**config.mk**
```make
export PLATFORM = sky130hd
export DESIGN_NAME = crc32_flat
export DESIGN_NICKNAME = d
export VERILOG_FILES = /design/src/rtl/crc32_if.sv /design/src/rtl/crc32.sv /design/src/flat_wrapper.sv
export SDC_FILE = /design/constraint.sdc
export NUM_CORES = 1
export LEC_CHECK = 0
export ABC_AREA = 1
export BUFFER_PORTS_ARGS = -buffer_cell sky130_fd_sc_hd__buf_4
export CAP_MARGIN = 20
export CORE_AREA = 2 2 86 63
export CTS_CLUSTER_DIAMETER = 120
export DETAILED_ROUTE_END_ITERATION = 10
export DIE_AREA = 0 0 88 65
export GPL_ROUTABILITY_DRIVEN = 0
export GPL_TIMING_DRIVEN = 0
export PLACE_DENSITY = 0.82
export SYNTH_ARGS = -nofsm -noshare
export SYNTH_HDL_FRONTEND = slang
export SYNTH_SLANG_ARGS = --single-unit
```
**constraint.sdc**
```tcl
create_clock -name clk -period 3.8 [get_ports clk]
set_clock_uncertainty 0.05 [all_clocks]
set_input_delay 0.57 -clock clk [delete_from_list [all_inputs] [get_ports clk]]
set_output_delay 0.57 -clock clk [all_outputs]
set_load 0.02 [all_outputs]
```
**src/rtl/crc32_if.sv**
```systemverilog
`default_nettype none
// ============================================================================
// Module   : crc32_if
// Purpose  : Byte/state bus between a CRC-32 caller (master) and crc32 (slave).
// Revision : 1.0  initial release
// ============================================================================
interface crc32_if #(
    parameter int DATA_WIDTH = 8
);
    logic                  crc_en;
    logic [DATA_WIDTH-1:0] i_byte;
    logic [31:0]           i_crc_state;
    logic [31:0]           o_crc_state;
    logic [31:0]           crc_out;

    modport master (
        output crc_en,
        output i_byte,
        output i_crc_state,
        input  o_crc_state,
        input  crc_out
    );

    modport slave (
        input  crc_en,
        input  i_byte,
        input  i_crc_state,
        output o_crc_state,
        output crc_out
    );
endinterface
`default_nettype wire

```
**src/rtl/crc32.sv**
```systemverilog
`default_nettype none
// ============================================================================
// Module   : crc32
// Purpose  : Byte-wide CRC-32 (IEEE 802.3) next-state network plus FCS register.
//            Define CRC32_LUT_EN to use an elaborated 256x32 table instead of
//            the unrolled shift/XOR network.
// Revision : 1.0  initial release
// ============================================================================
module crc32 #(
    parameter int          DATA_WIDTH = 8,
    parameter int          CRC_WIDTH  = 32,
    parameter logic [31:0] POLY       = 32'h04C11DB7
) (
    input  logic   clk,
    input  logic   reset_n,
    crc32_if.slave bus
);
    if (DATA_WIDTH != 8) begin : g_bad_data_width
        $error("crc32: DATA_WIDTH must be 8");
    end
    if (CRC_WIDTH != 32) begin : g_bad_crc_width
        $error("crc32: CRC_WIDTH must be 32");
    end

    function automatic logic [7:0] f_bitrev8(input logic [7:0] v);
        logic [7:0] r;
        for (int i = 0; i < 8; i++) r[i] = v[7-i];
        return r;
    endfunction

    function automatic logic [31:0] f_bitrev32(input logic [31:0] v);
        logic [31:0] r;
        for (int i = 0; i < 32; i++) r[i] = v[31-i];
        return r;
    endfunction

    // Eight MSB-first division steps; the loop unrolls into a pure XOR network.
    function automatic logic [31:0] f_step8(input logic [31:0] s);
        logic [31:0] r;
        r = s;
        for (int i = 0; i < 8; i++) begin
            r = r[31] ? ({r[30:0], 1'b0} ^ POLY) : {r[30:0], 1'b0};
        end
        return r;
    endfunction

    logic [7:0]  w_idx;
    logic [31:0] w_tval;
    logic [31:0] w_next;
    logic [31:0] crc_out_d;
    logic [31:0] crc_out_q;

    // Ethernet sends bit 0 first, so the byte is mirrored into MSB-first form.
    assign w_idx = f_bitrev8(bus.i_byte[7:0]) ^ bus.i_crc_state[31:24];

`ifdef CRC32_LUT_EN
    typedef logic [255:0][31:0] lut_t;

    function automatic lut_t f_build_lut();
        lut_t t;
        for (int n = 0; n < 256; n++) t[n] = f_step8({8'(n), 24'h000000});
        return t;
    endfunction

    localparam lut_t c_LUT = f_build_lut();

    assign w_tval = c_LUT[w_idx];
`else
    assign w_tval = f_step8({w_idx, 24'h000000});
`endif

    assign w_next          = {bus.i_crc_state[23:0], 8'h00} ^ w_tval;
    assign bus.o_crc_state = w_next;

    always_comb begin
        crc_out_d = crc_out_q;
        if (bus.crc_en) begin
            crc_out_d = ~f_bitrev32(w_next);
        end
    end

    always_ff @(posedge clk or negedge reset_n) begin
        if (!reset_n) begin
            crc_out_q <= 32'h00000000;
        end else begin
            crc_out_q <= crc_out_d;
        end
    end

    assign bus.crc_out = crc_out_q;
endmodule
`default_nettype wire

```
**src/flat_wrapper.sv**
```systemverilog
// flat-port wrapper written by rule: the top's interface ports become plain ports
module crc32_flat 
#(
    parameter int          DATA_WIDTH = 8,
    parameter int          CRC_WIDTH  = 32,
    parameter logic [31:0] POLY       = 32'h04C11DB7
)
  (clk, reset_n, bus_crc_en, bus_i_byte, bus_i_crc_state, bus_o_crc_state, bus_crc_out);
  crc32_if #(.DATA_WIDTH(DATA_WIDTH)) bus_i ();
  input  logic clk;
  input  logic reset_n;
  input wire logic [$bits(bus_i.crc_en)-1:0] bus_crc_en;
  input wire logic [$bits(bus_i.i_byte)-1:0] bus_i_byte;
  input wire logic [$bits(bus_i.i_crc_state)-1:0] bus_i_crc_state;
  output wire logic [$bits(bus_i.o_crc_state)-1:0] bus_o_crc_state;
  output wire logic [$bits(bus_i.crc_out)-1:0] bus_crc_out;
  assign bus_i.crc_en = bus_crc_en;
  assign bus_i.i_byte = bus_i_byte;
  assign bus_i.i_crc_state = bus_i_crc_state;
  assign bus_o_crc_state = bus_i.o_crc_state;
  assign bus_crc_out = bus_i.crc_out;
  crc32 #(.DATA_WIDTH(DATA_WIDTH), .CRC_WIDTH(CRC_WIDTH), .POLY(POLY)) u_core (.clk(clk), .reset_n(reset_n), .bus(bus_i));
endmodule
```
==> results.md <==
- Vias per cell: 4.665
- P&R area growth vs syn: 42.42%
- Ant. Diodes: 0
- Setup TNS: 0 ps
- CTS Hold Bufs: 0
- Share of cells above drive strength 1: 38.35%
- CP Class: primary input to output port
- DRC: 0
- DRT antenna net count: 0
- CP top delay family: simple AND/OR/NAND/NOR gates
- Vert. Die Dim: 65 um
- Non-filler cells in the finished layout: 484
- Netlist cell types: 24
- Syn Inst Count: 299
- WP data arrival: 1970 ps
- Multi-input gate area: 1400 um2
- Max reg flops: 32
- Max Clock Freq: 386.3 MHz
- Worst path required time: 3180 ps
- Initial DRC count: 131
- Dpl cells: 476
- Peak VDD IR: 0.2057 mV
- WL final: 6.375 mm
- Tcrit/Tclk final: 68.13%
- Slew headroom: 69.49%
- Critical-path cell list: buf_4 -> inv_1 -> nand2_1 -> nand2_2 -> nand2_1 -> nand2_2 -> nand3_1 -> nand2_1 -> nand2_1 -> nand2_1 -> nand2_1 -> nand2_1 -> buf_4
- Total track usage: 24.02%
- Worst path buffer plus inverter count: 3
- CTS tree: yes
- Largest net degree at the start of global routing: 33
- Mapped Area: 2369 um2
- Synth warn: 0
- DR vias: 2258
- Most frequent cells in the layout: 105 x buf_4, 102 x nand2_1, 35 x xor2_1
- Worst Setup End Kind: output port
- Slowest CP cell: nand2_2
- Synth Net Count: 342
- Final setup fails: 0
- Worst-margin pin slew: 457.7 ps
- # resized after CTS: 0
- Leak Pwr: 0.001853 uW
- CP most frequent cell: nand2_1
- # nets final: 454
- Critical Path Max Stage Delay: 180 ps
- Clk slew on worst S/H paths: 70 ps
- Initial core utilization: 47.54%
- CTS sink cnt: 32
- Chip Width: 88 um
- RSZ-0062 raised after global routing: no
- FF+latch area: 800.8 um2
- Post-CTS Setup Inserts: 0
- Post-synthesis sequential area ratio: 33.81%
- CORE AREA: 4982 um2
- Global route overflow: 0
- Setup crit start kind: primary input
- Total die area: 5720 um2
- Vias in the first global route: 2242
- Minimum clock period: 2589 ps
- Avg Synthesized Cell Area: 7.921 um2
- H-tree levels: 2
- Cts bufs inserted: 5
- WL per Instance: 13.17 um
- Clock latency on the worst-skew pair: 290 ps
- Dpl hpwl: 5.168 mm
- Class of the worst hold path: primary input to async pin
- Worst-path fanout max: 6
- Root buffer cell: clkbuf_8
- MaxCap Viol Count: 0
- Synthesis-stage register bit count: 32
- Rows: 22
- IO Pins: 107
- Status: finished, final reports clean
- Drt first pass iters: 4
- Final Hold Vio Count: 0
- IO Port Bufs: 105
- Slew Limit Fails: 0
- First-pass GRT wire length: 10.53 mm
- Initial antenna violation count: 0
- Most common cell after layout, fill and taps aside: buf_4
- CTS Buffer Depth: 2
- Power density cells: 495.3 nW/um2
- Fillers: 450
layout make-up:
type	instances	share of cell area (%)
Timing Repair Buffer	105	23.37
Clock buffer	7	2.856
Buffer	6	0.7047
Tap cell	72	2.671
Inverter	37	4.266
Multi-Input combinational cell	224	41.51
Clock inverter	1	0.8902
Sequential cell	32	23.74
cell families (layout without fill, tap and decap cells):
family / Yosys count / after routing / synth area share [%]
compound gates: 26 / 26 / 5.705
xor+xnor: 51 / 51 / 23.30
flops: 32 / 32 / 33.81
buf+inv: 43 / 156 / 7.078
simple gates: 147 / 147 / 30.11
layer usage:
| metal | GRT usage [%] | vias to the layer above | routed length (um) |
|---|---|---|---|
| met2 | 39.68 | 76 | 3027 |
| met5 | 0 | - | 0 |
| met1 | 31.79 | 1051 | 2830 |
| met4 | 5.577 | 0 | 52 |
| li1 | - | 1125 | - |
| met3 | 5.860 | 6 | 464 |
worst reg2reg max path: cells and delay by family (launching register included):
kind,cells,cell delay (ps)
simple gates,1,70
compound gates,1,100
flops,1,400
worst paths after layout:
path | from | endpoint | slack [ps] | cells past startpoint
setup / recovery | bus_i_crc_state[31] | bus_o_crc_state[8] | 1210 | 13
hold / removal | reset_n | u_core.bus.crc_out[29] | 170 | 1
setup reg to reg | u_core.bus.crc_out[15] | u_core.bus.crc_out[15] | 3040 | 2
hold reg to reg | u_core.bus.crc_out[7] | u_core.bus.crc_out[7] | 430 | 2
max in group asynchronous | reset_n | u_core.bus.crc_out[18] | 3240 | 1
min in group clk | u_core.bus.crc_out[7] | u_core.bus.crc_out[7] | 430 | 2
metrics by stage:
stage	total power (uW)	hold WS, ps	cell area [um2]	util (%)	setup WS [ps]
3_5_place_dp	1317	417.0	3247	65.17	1243
2_1_floorplan	954.5	224.4	2369	-	1563
5_1_grt	1770	192.5	3373	67.70	1056
3_3_place_gp	1300	417.4	3247	65.17	1264
6_report	1671	167.5	3373	67.70	1211
4_1_cts	1678	176.7	3373	67.70	1234
cells in the mapped netlist:
master	n	area [um2]
nand3_1	13	65.06
inv_4	2	12.51
nor2_8	1	20.02
o21ai_2	1	8.760
clkbuf_1	5	18.77
dfrtp_1	32	800.8
inv_2	4	15.01
xor2_2	4	65.06
o21ai_0	19	95.09
nand2_4	9	101.4
buf_2	1	5.000
inv_1	30	112.6
a31oi_1	1	6.260
xor2_4	3	82.58
clkinv_1	1	3.750
xnor2_4	1	27.53
nand2_2	17	106.4
nor2_2	1	6.260
nand2_1	102	382.9
nor2_1	3	11.26
o21ai_1	5	25.02
nand2_8	1	20.02
xnor2_1	8	70.07
xor2_1	35	306.5
where the power goes:
part	total, uW	leakage [uW]	internal [uW]	switching, uW
combinational	854	0.00140	345	510
sequential	454	0.000389	413	41.3
clock	363	0.0000645	231	131
No activity file was read; power rests on OpenSTA's default activity.
